--- src/rtl/nor3_x2_pkg.sv ---
// Shared definitions for the NOR3 cell family.
// Holds the default counter width and the drive-strength enum.
package nor3_x2_pkg;

  localparam int CNT_W_DEF = 16;

  typedef enum logic [1:0] {
    DRIVE_X1 = 2'd0,
    DRIVE_X2 = 2'd1,
    DRIVE_X4 = 2'd2
  } drive_e;

endpackage

--- src/rtl/nor3_x2_activity_mon.sv ---
// Activity monitor: registered copy of a cell output plus
// saturating rise/fall counters.
// Ports: clk, rst (async, active-high), zn (observed net),
//   zn_q (zn registered), rise_cnt, fall_cnt, cnt_sat.
`timescale 1ns/1ps
module activity_mon
  import nor3_x2_pkg::*;
#(
  parameter int CNT_W = CNT_W_DEF
) (
  input  logic             clk,
  input  logic             rst,
  input  logic             zn,
  output logic             zn_q,
  output logic [CNT_W-1:0] rise_cnt,
  output logic [CNT_W-1:0] fall_cnt,
  output logic             cnt_sat
);

  localparam logic [CNT_W-1:0] ONES = '1;
  localparam logic [CNT_W-1:0] ONE  = CNT_W'(1);

  logic prev;
  logic rise;
  logic fall;
  logic rise_full;
  logic fall_full;

  assign rise      = zn & ~prev;
  assign fall      = ~zn & prev;
  assign rise_full = (rise_cnt == ONES);
  assign fall_full = (fall_cnt == ONES);
  assign cnt_sat   = rise_full | fall_full;

  // prev resets high so all-zero inputs after reset are
  // not mistaken for a transition.
  always_ff @(posedge clk or posedge rst) begin
    if (rst) begin
      zn_q <= 1'b0;
      prev <= 1'b1;
    end else begin
      zn_q <= zn;
      prev <= zn;
    end
  end

  always_ff @(posedge clk or posedge rst) begin
    if (rst) begin
      rise_cnt <= '0;
    end else if (rise && !rise_full) begin
      rise_cnt <= rise_cnt + ONE;
    end
  end

  always_ff @(posedge clk or posedge rst) begin
    if (rst) begin
      fall_cnt <= '0;
    end else if (fall && !fall_full) begin
      fall_cnt <= fall_cnt + ONE;
    end
  end

endmodule

--- src/rtl/nor3_x2.sv ---
// Three-input NOR cell, drive X2, with observation wrapper.
// Ports: A1..A3 in, ZN = ~(A1|A2|A3); clk, rst, ZN_q,
//   rise_cnt, fall_cnt, cnt_sat from activity_mon.
`timescale 1ns/1ps
module nor3_x2
  import nor3_x2_pkg::*;
#(
  parameter int CNT_W = CNT_W_DEF
) (
  input  logic             A1,
  input  logic             A2,
  input  logic             A3,
  output logic             ZN,
  input  logic             clk,
  input  logic             rst,
  output logic             ZN_q,
  output logic [CNT_W-1:0] rise_cnt,
  output logic [CNT_W-1:0] fall_cnt,
  output logic             cnt_sat
);

  // A dominant 1 on any input masks X/Z on the others.
  assign ZN = ~(A1 | A2 | A3);

  activity_mon #(
    .CNT_W (CNT_W)
  ) u_mon (
    .clk      (clk),
    .rst      (rst),
    .zn       (ZN),
    .zn_q     (ZN_q),
    .rise_cnt (rise_cnt),
    .fall_cnt (fall_cnt),
    .cnt_sat  (cnt_sat)
  );

endmodule

--- config.mk ---
export PLATFORM = sky130hd
export DESIGN_NAME = nor3_x2
export DESIGN_NICKNAME = d
export VERILOG_FILES = /design/src/rtl/nor3_x2_pkg.sv /design/src/rtl/nor3_x2_activity_mon.sv /design/src/rtl/nor3_x2.sv
export SDC_FILE = /design/constraint.sdc
export NUM_CORES = 1
export LEC_CHECK = 0
export BUFFER_PORTS_ARGS = -buffer_cell sky130_fd_sc_hd__buf_2
export CAP_MARGIN = 20
export CORE_UTILIZATION = 40
export CTS_BUF_LIST = sky130_fd_sc_hd__clkbuf_8
export DETAILED_ROUTE_END_ITERATION = 8
export GPL_TIMING_DRIVEN = 0
export MAX_ROUTING_LAYER = met4
export PLACE_DENSITY_LB_ADDON = 0.08
export REMOVE_ABC_BUFFERS = 1
export SETUP_SLACK_MARGIN = 0.3
export SLEW_MARGIN = 20
export SYNTH_ARGS = -nofsm -noshare
export SYNTH_HDL_FRONTEND = slang
export SYNTH_SLANG_ARGS = --single-unit
--- constraint.sdc ---
create_clock -name clk -period 3.58 [get_ports clk]
set_clock_uncertainty 0.2 [all_clocks]
set_input_delay 0.358 -clock clk [delete_from_list [all_inputs] [get_ports clk]]
set_output_delay 0.358 -clock clk [all_outputs]
set_load 0.02 [all_outputs]
==> results of run 1 <==
routing by layer:
| layer | up-vias | wire, µm | track usage |
|---|---|---|---|
| li1 | 628 | - | - |
| met1 | 627 | 1540 | 0.198 |
| met2 | 34 | 1770 | 0.294 |
| met3 | 6 | 136 | 0.0524 |
| met4 | 0 | 48 | 0.0718 |
| met5 | - | 0 | - |
metrics by stage:
stage	instances	total power, mW	setup WS [ns]
after floorplan	147	0.663	1.10
after global placement	236	0.743	0.901
after detailed placement	236	0.757	0.836
after CTS	244	1.02	0.831
after global routing	244	1.07	0.739
final	244	1.01	0.905
power by group:
group | switching [mW] | total (mW) | internal [mW]
Clock | 0.131 | 0.260 | 0.130
Sequential | 0.0794 | 0.518 | 0.438
Combinational | 0.141 | 0.228 | 0.0863
Total | 0.352 | 1.01 | 0.654
sequential cells by signal, indices dropped and copies added, names as in the netlist:
| signal | count |
|---|---|
| u_mon.fall_cnt | 16 |
| u_mon.zn_q | 1 |
| u_mon.prev | 1 |
| u_mon.rise_cnt | 16 |
critical path, delay by kind of cell (launching register included):
family	cells	cell delay, ns
fa+ha+maj	1	0.22
flops	1	0.42
simple gates	2	0.86
buf+inv	1	0.18
compound gates	1	0.15
path summary, 6_finish.rpt:
check / to / cells past startpoint
setup / recovery: cnt_sat / 5
hold / removal: u_mon.fall_cnt[0] / 2
hold reg to reg: u_mon.fall_cnt[7] / 1
max in group asynchronous: u_mon.fall_cnt[13] / 2
setup reg to reg: u_mon.rise_cnt[1] / 5
min in group clk: u_mon.prev / 2
cell usage in the layout, fill, tap and decap left out, drive strengths merged, types with 3 or more instances in the layout:
master / count
nor3: 11
clkbuf: 5
inv: 6
or4: 4
buf: 39
mux2: 3
nor3b: 3
nor2: 6
nand2: 8
nand4: 12
xor2: 17
xnor2: 11
dfrtp: 33
nor4: 7
nand3: 12
kinds of logic (layout without fill, tap and decap cells):
logic type	Yosys count	after routing	share of synthesized area
compound gates	5	5	0.0228
xor+xnor	28	28	0.144
fa+ha+maj	2	2	0.0147
buf+inv	6	50	0.0221
flops	34	34	0.501
mux	3	3	0.0199
simple gates	72	72	0.276
final cells by class:
type                       count  area share
inverter                       3     0.00557
clock buffer                   5      0.0340
timing repair buffer          39      0.0965
tap                           50      0.0309
clock inverter                 3     0.00557
sequential                    34       0.421
multi-input combinational    110       0.406
==> impl_results.md, run 1 <==
* Setup TNS at 0 ns
* Endpoints failing hold at 17
* Global-route usage over all layers at 0.177
* Via/cell ratio at about 5.3
* Final Util at 0.502
* Multi-input combinational cell area at between 800 and 900 µm²
* Fin area at about 2000 µm²
* Clock Sinks at 34
* Routed length per instance at 14.3 µm
* Synth-to-layout area growth at 18.8%
* Fmax at around 370 MHz
* Top_reg_cell synth: dfrtp_1
* CP Launch Type: flip-flop
* Layout cells sized above 1 at 0.309
* Mapped cell area at 1700 µm²
* Failing checks: negative hold slack
* Mapped Avg Cell Area at roughly 11 µm²
* Hold Crit Class: in -> async
* Post-synth EDFFs at 0
* Final-stage net count at 200
* Synth area leaders: dfrtp_1, xor2_1, xnor2_1
* Hold slack at -0.00936 ns
* H-tree depth at 2
* Hpwl dp at roughly 2500 µm
* Setup CP Type: reg -> out
* Minimum clock period at 2.68 ns
* Vias in the first global route at around 1.3k
* Worst-Margin Slew at 0.725 ns
* Crit-path slowest cell: or4_1
* Sequential standard cell area at ~850 µm²
* LEAKAGE at between 0.9 and 1 nW
* TritonRoute pass-1 iters at 4
* Yosys top cell area share at 0.485
* # DRC at 0
* Unrepaired setup endpoints after global routing: no
* Crit-path cells: ha_1 -> nand4_1 -> or4_1 -> o21ai_1 -> buf_2
* Pin count of the biggest net entering global routing at 35
* Final setup vio count at 0
* R2r setup slk at around 1.2 ns
* Number of diodes at 0
* Pwr per Cell Area at around 500 nW/µm²
* Hold Buf Count CTS at 0
* Post-cts gate resize count at 0
* Synth cell count leaders: dfrtp_1, xor2_1, nand4_1
* Syn. warnings at 0
* Die Area at roughly 4500 µm²
* Status: finished, violations left
* Port bufs at 39
* Arr. time, crit path at approximately 2.1 ns
* Clock Latency Late Sink at roughly 0.28 ns
* Initial antenna violation count at 0
* CTS root buf: clkbuf_8
* GP Congestion at ~0.75
* Clock transition at path regs at roughly 0.07 ns
* Ys async rst share at 1.00
* Die Y at 67.2 µm
* Sequential-to-total area share from yosys stat at 0.501
* Final wirelength at 3490 µm
* Post-synth cell types at 36
* Worst Setup SP: u_mon.fall_cnt[0]
* Register bit count reported by yosys at 34
* Clock Path Buffers at 2
* CTS tree: done
* Max_cap viols at 0
* Initial core utilization at 0.422
* Post-route ant nets at 0
* Number of setup buffers added after CTS at 0
* CP endpoint kind: primary output
* Width of the die at just under 70 µm
* Relative slew slack at 0.513
* Count leader, synth: dfrtp_1
* Worst R2R Start: u_mon.rise_cnt[0]
* Max-slew violations at 0
* Synth Instances at 150
* First-pass GRT wire length at 5760 µm
* GR Overflow Total at 0
* Ports at 40
* Placed Area at slightly below 2000 µm²
* Critical Path RT at ~3.0 ns
* Final period utilization at 0.747
* Initial DRC count at 82
* Vias at around 1.3k
* Core Rows at 23
* Num CTS Buffers at 5
* Yosys top cell by area: dfrtp_1
* IR drop worst, VDD at about 370 µV
* Max incr delay on CP at 0.62 ns
* Max FO, Critical Path at 7
* Fillers at roughly 410
* Core ar. at 4030 µm²
(Power assumes the default switching activity.)
==> run 2, diff against run 1 <==
--- a/config.mk
+++ b/config.mk
@@ -5,6 +5,7 @@
 export SDC_FILE = /design/constraint.sdc
 export NUM_CORES = 1
 export LEC_CHECK = 0
+export ABC_AREA = 1
 export BUFFER_PORTS_ARGS = -buffer_cell sky130_fd_sc_hd__buf_2
 export CAP_MARGIN = 20
 export CORE_UTILIZATION = 40
==> constraint.sdc (replaced) <==
create_clock -name clk -period 2.6 [get_ports clk]
set_clock_uncertainty 0.2 [all_clocks]
set_input_delay 0.26 -clock clk [delete_from_list [all_inputs] [get_ports clk]]
set_output_delay 0.26 -clock clk [all_outputs]
set_load 0.02 [all_outputs]
==> run 2 against run 1 <==
Net effect: the run now ends clean; worst hold slack improved by 0.055 ns; synthesized cell count rose by 95%; clock power rose by 48%; highest routed layer unchanged; register-to-register slack got worse by 0.60 ns; combinational power rose by 84%; sequential power rose by 38%; non-clock buffer count rose by 2; setup slack got worse by 0.43 ns; flip-flop and latch count did not move; area after synthesis rose by 24%; critical path type unchanged.
==> impl_results.md, run 2 <==
* GP Congestion at about 0.80
* Arr. time, crit path at between 1.5 and 2 ns
* Clock Path Buffers at 2
* Hold Path Stages at 4
* H-tree depth at 2
* Post-synth EDFFs at 0
* Final wirelength at ~4600 µm
* Synth-to-layout area growth at 16.8%
* HP Start: A3
* Commonest non-fill, non-tap cell in the layout: nand2_1
* CP Launch Type: flip-flop
* Worst-Margin Slew at ~0.73 ns
* CTS tree: done
* Flop pwr share at 0.471
* P_sw at roughly 0.57 mW
* Yosys top cell area share at 0.393
* Sw frac at 0.378
* Worst R2R Start: u_mon.rise_cnt[0]
* Mapped Avg Cell Area at around 7.2 µm²
* Pint at 0.944 mW
* Hold Buf Count CTS at 1
* Ports at 40
* Pwr per Cell Area at a little over 600 nW/µm²
* Die Y at 74.5 µm
* Hold slack at 0.0458 ns
* Synth Instances at roughly 290
* Final setup vio count at 0
* Initial antenna violation count at 0
* Clock Sinks at 34
* Port bufs at 39
* Number of diodes at 0
* Crit-path slowest cell: dfrtp_1
* Global-route usage over all layers at 0.187
* Register bit count reported by yosys at 34
* Initial core utilization at 0.414
* Hpwl dp at around 3500 µm
* Fin area at 2460 µm²
* Vias in the first global route at 1,612
* Layout cells sized above 1 at 0.213
* Total power at between 1.5 and 2 mW
* CP top delay family: flip-flops
* Num CTS Buffers at 5
* Sequential-to-total area share from yosys stat at 0.405
* Vias at approximately 1.9k
* Max-slew violations at 0
* Top flop regs: u_mon.fall_cnt (16), u_mon.rise_cnt (16)
* Final period utilization at 0.818
* Setup CP Type: reg -> out
* Final Util at 0.484
* Routed length per instance at approximately 11 µm
* Mapped cell area at between 2000 and 2500 µm²
* GR Overflow Total at 0
* First-pass GRT wire length at about 7600 µm
* R2r setup slk at ~0.58 ns
* Count leader, synth: nand2_1
* Fillers at 539
* Max incr delay on CP at between 0.4 and 0.5 ns
* Max FO, Critical Path at 7
* Post-cts gate resize count at 0
* Hold Crit Class: in -> reg
* Die Area at about 5600 µm²
* Top_reg_cell synth: dfrtp_1
* Core Rows at 26
* Clock network power share at 0.253
* Via/cell ratio at about 4.6
* Post-synth cell types at 23
* Ys async rst share at 1.00
* LEAKAGE at between 1 and 1.5 nW
* Placed Area at 2360 µm²
* # DRC at 0
* Critical Path RT at ~2.1 ns
* CP bufs+invs at 2
* Synth cell count leaders: nand2_1, dfrtp_1, nor2_1
* Post-route ant nets at 0
* Endpoints failing hold at 0
* Synth area leaders: dfrtp_1, nand2_1, nor2_1
* Reg2Reg Depth at 8
* Width of the die at ~75 µm
* Clock Latency Late Sink at between 0.2 and 0.3 ns
* Pin count of the biggest net entering global routing at 25
* Worst r2r dst: u_mon.rise_cnt[11]
* Unrepaired setup endpoints after global routing: no
* CTS root buf: clkbuf_8
* CP endpoint kind: primary output
* Crit-path cells: ha_1 -> nand3_2 -> inv_2 -> nand2_2 -> o21ai_0 -> buf_2
* Yosys top cell by area: dfrtp_1
* Clock transition at path regs at approximately 0.08 ns
* Minimum clock period at 2.13 ns
* Status: finished clean
* Relative slew slack at 0.512
* Core ar. at 5070 µm²
* Syn. warnings at 0
* Number of setup buffers added after CTS at 0
* TritonRoute pass-1 iters at 4
* Hold Path End: u_mon.prev
* Combinational power share at 0.276
* Final-stage net count at roughly 340
* Fmax at between 400 and 500 MHz
* Initial DRC count at 71
* IR drop worst, VDD at between 400 and 500 µV
* Most frequent cells in the layout: nand2_1, buf_2, nor2_1, dfrtp_1, inv_1
* Setup TNS at 0 ns
* Max_cap viols at 0
## run 2: cell count changes in the layout (fill, tap and decap cells not counted), moves of 4 or more
cell | before | now
nand2_1 | 8 | 113
nor2_1 | 6 | 33
inv_1 | 5 | 31
xor2_1 | 17 | 4
nor3_1 | 11 | 0
o21ai_0 | 1 | 9
o21ai_2 | 0 | 7
nand3_1 | 11 | 15
nor2_4 | 0 | 4
nor4_2 | 4 | 0
o21ai_1 | 1 | 5
## run 2: layer usage
metal / track usage / share of wire
met1: 0.267 / 0.53
met2: 0.262 / 0.43
met3: 0.0420 / 0.030
met4: 0.0503 / 0.0088
met5: - / 0
## run 2: through the flow
| stage | std cells | setup WS [ns] |
|---|---|---|
| after floorplan | 289 | 0.569 |
| after global placement | 398 | 0.584 |
| after detailed placement | 399 | 0.591 |
| after CTS | 408 | 0.449 |
| after global routing | 408 | 0.349 |
| final | 408 | 0.474 |
## run 2: cell type report
| class | count | area (µm²) | share of cell area |
|---|---|---|---|
| clock buffer | 5 | 68.8 | 0.0280 |
| tap | 70 | 87.6 | 0.0356 |
| inverter | 34 | 128 | 0.0519 |
| multi-input combinational | 221 | 1080 | 0.440 |
| timing repair buffer | 41 | 225 | 0.0916 |
| clock inverter | 3 | 13.8 | 0.00560 |
| sequential | 34 | 852 | 0.347 |
## run 2: how the worst max path moves through the flow
| stage | startpoint | to | slack [ns] | cells past startpoint |
|---|---|---|---|---|
| 6_report | u_mon.fall_cnt[0] | cnt_sat | 0.47 | 6 |
| 5_1_grt | u_mon.fall_cnt[0] | cnt_sat | 0.35 | 6 |
| 3_5_place_dp | u_mon.rise_cnt[0] | u_mon.rise_cnt[7] | 0.59 | 8 |
| 3_3_place_gp | u_mon.rise_cnt[0] | u_mon.rise_cnt[3] | 0.58 | 8 |
| 4_1_cts | u_mon.fall_cnt[0] | cnt_sat | 0.45 | 6 |
| 2_1_floorplan | u_mon.fall_cnt[0] | cnt_sat | 0.57 | 5 |
## run 2: worst reg2reg max path, stage by stage (launching register included)
cell and delay, ns:
dfrtp_1 0.43, ha_1 0.25, nand3_2 0.15, inv_1 0.06
nand2_1 0.06, nor2_1 0.04, nor2_1 0.55, nand2_1 0.11
o21ai_1 0.09
## run 2: cell families after synthesis
logic type	after synthesis	synth area share
and+or+nand+nor	184	0.381
buffers and inverters	38	0.0803
DFF	34	0.405
AOI/OAI and AO/OA	22	0.0678
xor gates and xnor gates	13	0.0541
adders and majority gates	2	0.0119
## run 2: power groups by stage
stage               Combinational, mW  Clock (mW)  Sequential, mW
floorplan                       0.206           0           0.802
global placement                0.413           0           0.724
detailed placement              0.420           0           0.725
CTS                             0.424       0.397           0.715
global route                    0.468       0.417           0.731
finish                          0.419       0.384           0.715
==> run 3, diff against run 2 <==
==> constraint.sdc (replaced) <==
create_clock -name clk -period 2.15 [get_ports clk]
set_clock_uncertainty 0.2 [all_clocks]
set_input_delay 0.215 -clock clk [delete_from_list [all_inputs] [get_ports clk]]
set_output_delay 0.215 -clock clk [all_outputs]
set_load 0.02 [all_outputs]
==> run 3 against run 2 <==
Net effect: count of clock-buffer cells in the layout unchanged; via count increased by 5.4%; critical path type unchanged; worst hold slack got worse by 0.040 ns; register-to-register slack lost 0.19 ns; final cell count grew 4.9%; core utilization increased by 4.7 points; first-iteration DRC count decreased by 17%; non-clock buffer count rose by 20; critical endpoint unchanged; critical path depth stayed put; design area increased by 9.6%; largest cell class unchanged; largest power group unchanged.
==> impl_results.md, run 3 (synthesis results as in run 2) <==
* Pwr per Cell Area at approximately 730 nW/µm²
* Hold Path End: u_mon.prev
* Final wirelength at just under 5000 µm
* Met2 GRT Util at 0.269
* Ports at 40
* CP Launch Type: flip-flop
* Via/cell ratio at 4.63
* Unrepaired setup endpoints after global routing: yes
* Core Rows at 26
* Setup CP Type: reg -> out
* Number of diodes at 0
* H-tree depth at 2
* Met3 global-route usage at 0.0420
* GP Congestion at roughly 0.8
* Fin area at 2690 µm²
* Final period utilization at 0.861
* Worst-Margin Slew at 0.458 ns
* Pin count of the biggest net entering global routing at 25
* Minimum clock period at roughly 1.9 ns
* Arr. time, crit path at 1.44 ns
* Width of the die at around 75 µm
* Max-slew violations at 0
* Hold Path Stages at 4
* Worst r2r dst: u_mon.rise_cnt[12]
* P_sw at around 0.73 mW
* Flop pwr share at 0.455
* Top flop regs: u_mon.fall_cnt (16), u_mon.rise_cnt (16)
* R2r setup slk at between 0.3 and 0.4 ns
* Max incr delay on CP at 0.42 ns
* CTS root buf: clkbuf_8
* Die Y at around 75 µm
* Endpoints failing hold at 0
* LEAKAGE at 1.29 nW
* HP Start: A2
* GR Overflow Total at 0
* Pint at about 1.2 mW
* Hpwl dp at 3460 µm
* Combinational power share at 0.309
* Port bufs at 39
* Clock network power share at 0.237
* Hold slack at 0.00531 ns
* Clock Sinks at 34
* Total power at slightly below 2 mW
* Global-route usage over all layers at 0.188
* Placed Cells at about 400
* Vias in the first global route at ~1.6k
* Fillers at 509
* Placed Area at 2360 µm²
* GR Util met1 at 0.266
* Fmax at 540 MHz
* Layout cells sized above 1 at 0.307
* Setup TNS at 0 ns
* Final-stage net count at roughly 360
* IR drop worst, VDD at 536 µV
* Final setup vio count at 0
* Most frequent cells in the layout: nand2_1, buf_2, nor2_1, inv_1, dfrtp_1
* TritonRoute pass-1 iters at 5
* Initial core utilization at 0.414
* Worst R2R Start: u_mon.rise_cnt[1]
* Clock Path Buffers at 2
* Sw frac at 0.374
* Commonest non-fill, non-tap cell in the layout: nand2_1
* CTS tree: done
* Max_cap viols at 0
* Initial antenna violation count at 0
* Final non-filler cell total at 428
* Initial DRC count at 59
* Routed length per instance at between 10 and 15 µm
* Die Area at 5550 µm²
* Clock Latency Late Sink at 0.29 ns
* Crit-path cells: ha_4 -> nand3_4 -> nor2_4 -> nand2_4 -> o21ai_2 -> buf_6
* Vias at roughly 2.0k
* Reg2Reg Depth at 8
* Num CTS Buffers at 5
* Critical Path RT at between 1.5 and 2 ns
* Synth-to-layout area growth at 28.1%
* Gr busiest metal: met2
* Status: finished clean
* Relative slew slack at 0.695
* # DRC at 0
* Core ar. at just over 5000 µm²
* Post-route ant nets at 0
* Max FO, Critical Path at 5
* CP endpoint kind: primary output
* Crit-path slowest cell: dfrtp_2
* Clock transition at path regs at approximately 0.08 ns
* Hold Crit Class: in -> reg
* First-pass GRT wire length at roughly 7700 µm
-- run 3: changes by cell type in the layout (fill, tap and decap cells not counted), moves of 2 or more --
cell	change
ha_1	-2
nor2_1	-2
dfrtp_2	+13
buf_4	+18
ha_4	+2
dfrtp_1	-13
-- run 3: worst max path at each step --
stage / from / end / slack (ns) / cells after the start
detailed placement: u_mon.rise_cnt[0] / u_mon.rise_cnt[7] / 0.14 / 8
global placement: u_mon.rise_cnt[0] / u_mon.rise_cnt[3] / 0.13 / 8
global route: u_mon.rise_cnt[1] / cnt_sat / 0.24 / 6
CTS: u_mon.rise_cnt[1] / cnt_sat / 0.13 / 6
finish: u_mon.rise_cnt[1] / cnt_sat / 0.30 / 6
floorplan: u_mon.fall_cnt[0] / cnt_sat / 0.16 / 5
-- run 3: final cells by class --
cell class / instances / area (µm²) / area share
multi-input cells: 221 / 1130 / 0.420
flip-flops and latches: 34 / 868 / 0.322
repair buffers: 61 / 397 / 0.147
inverters: 34 / 128 / 0.0474
well taps: 70 / 87.6 / 0.0325
clock buffers: 5 / 68.8 / 0.0255
clock inverters: 3 / 13.8 / 0.00511
-- run 3: metal layers --
metal	share of wire	vias up
met3	0.035	4
met1	0.52	899
met5	0	-
li1	-	1041
met4	0.0081	0
met2	0.43	38
-- run 3: worst max-delay path, delay by kind of cell, from the launching register on --
kind / cells / cell delay [ns]
AOI/OAI and AO/OA: 1 / 0.07
adders and majority gates: 1 / 0.17
buffers and inverters: 1 / 0.13
DFF: 1 / 0.42
and+or+nand+nor: 3 / 0.36
-- run 3: per-stage QoR --
step                      worst slack [ns]  utilization
after global placement               0.134        0.462
after global routing                 0.238        0.531
final                                0.299        0.531
after detailed placement             0.141        0.466
after floorplan                      0.164            -
after CTS                            0.131        0.493
-- run 3: timing repair --
item                       4_1_cts  5_1_grt
hold endpoints to repair        34        0
gates resized for setup          3       23
setup endpoints to repair       23       21
setup buffers                    2       17
pin swaps                        2        6
hold buffers                     2        0
-- run 3: power by group through the flow --
stage | registers, mW | logic (mW) | clock network [mW]
finish | 0.889 | 0.604 | 0.462
global placement | 0.876 | 0.500 | 0
detailed placement | 0.877 | 0.508 | 0
CTS | 0.866 | 0.519 | 0.480
global route | 0.906 | 0.672 | 0.509
floorplan | 0.970 | 0.249 | 0
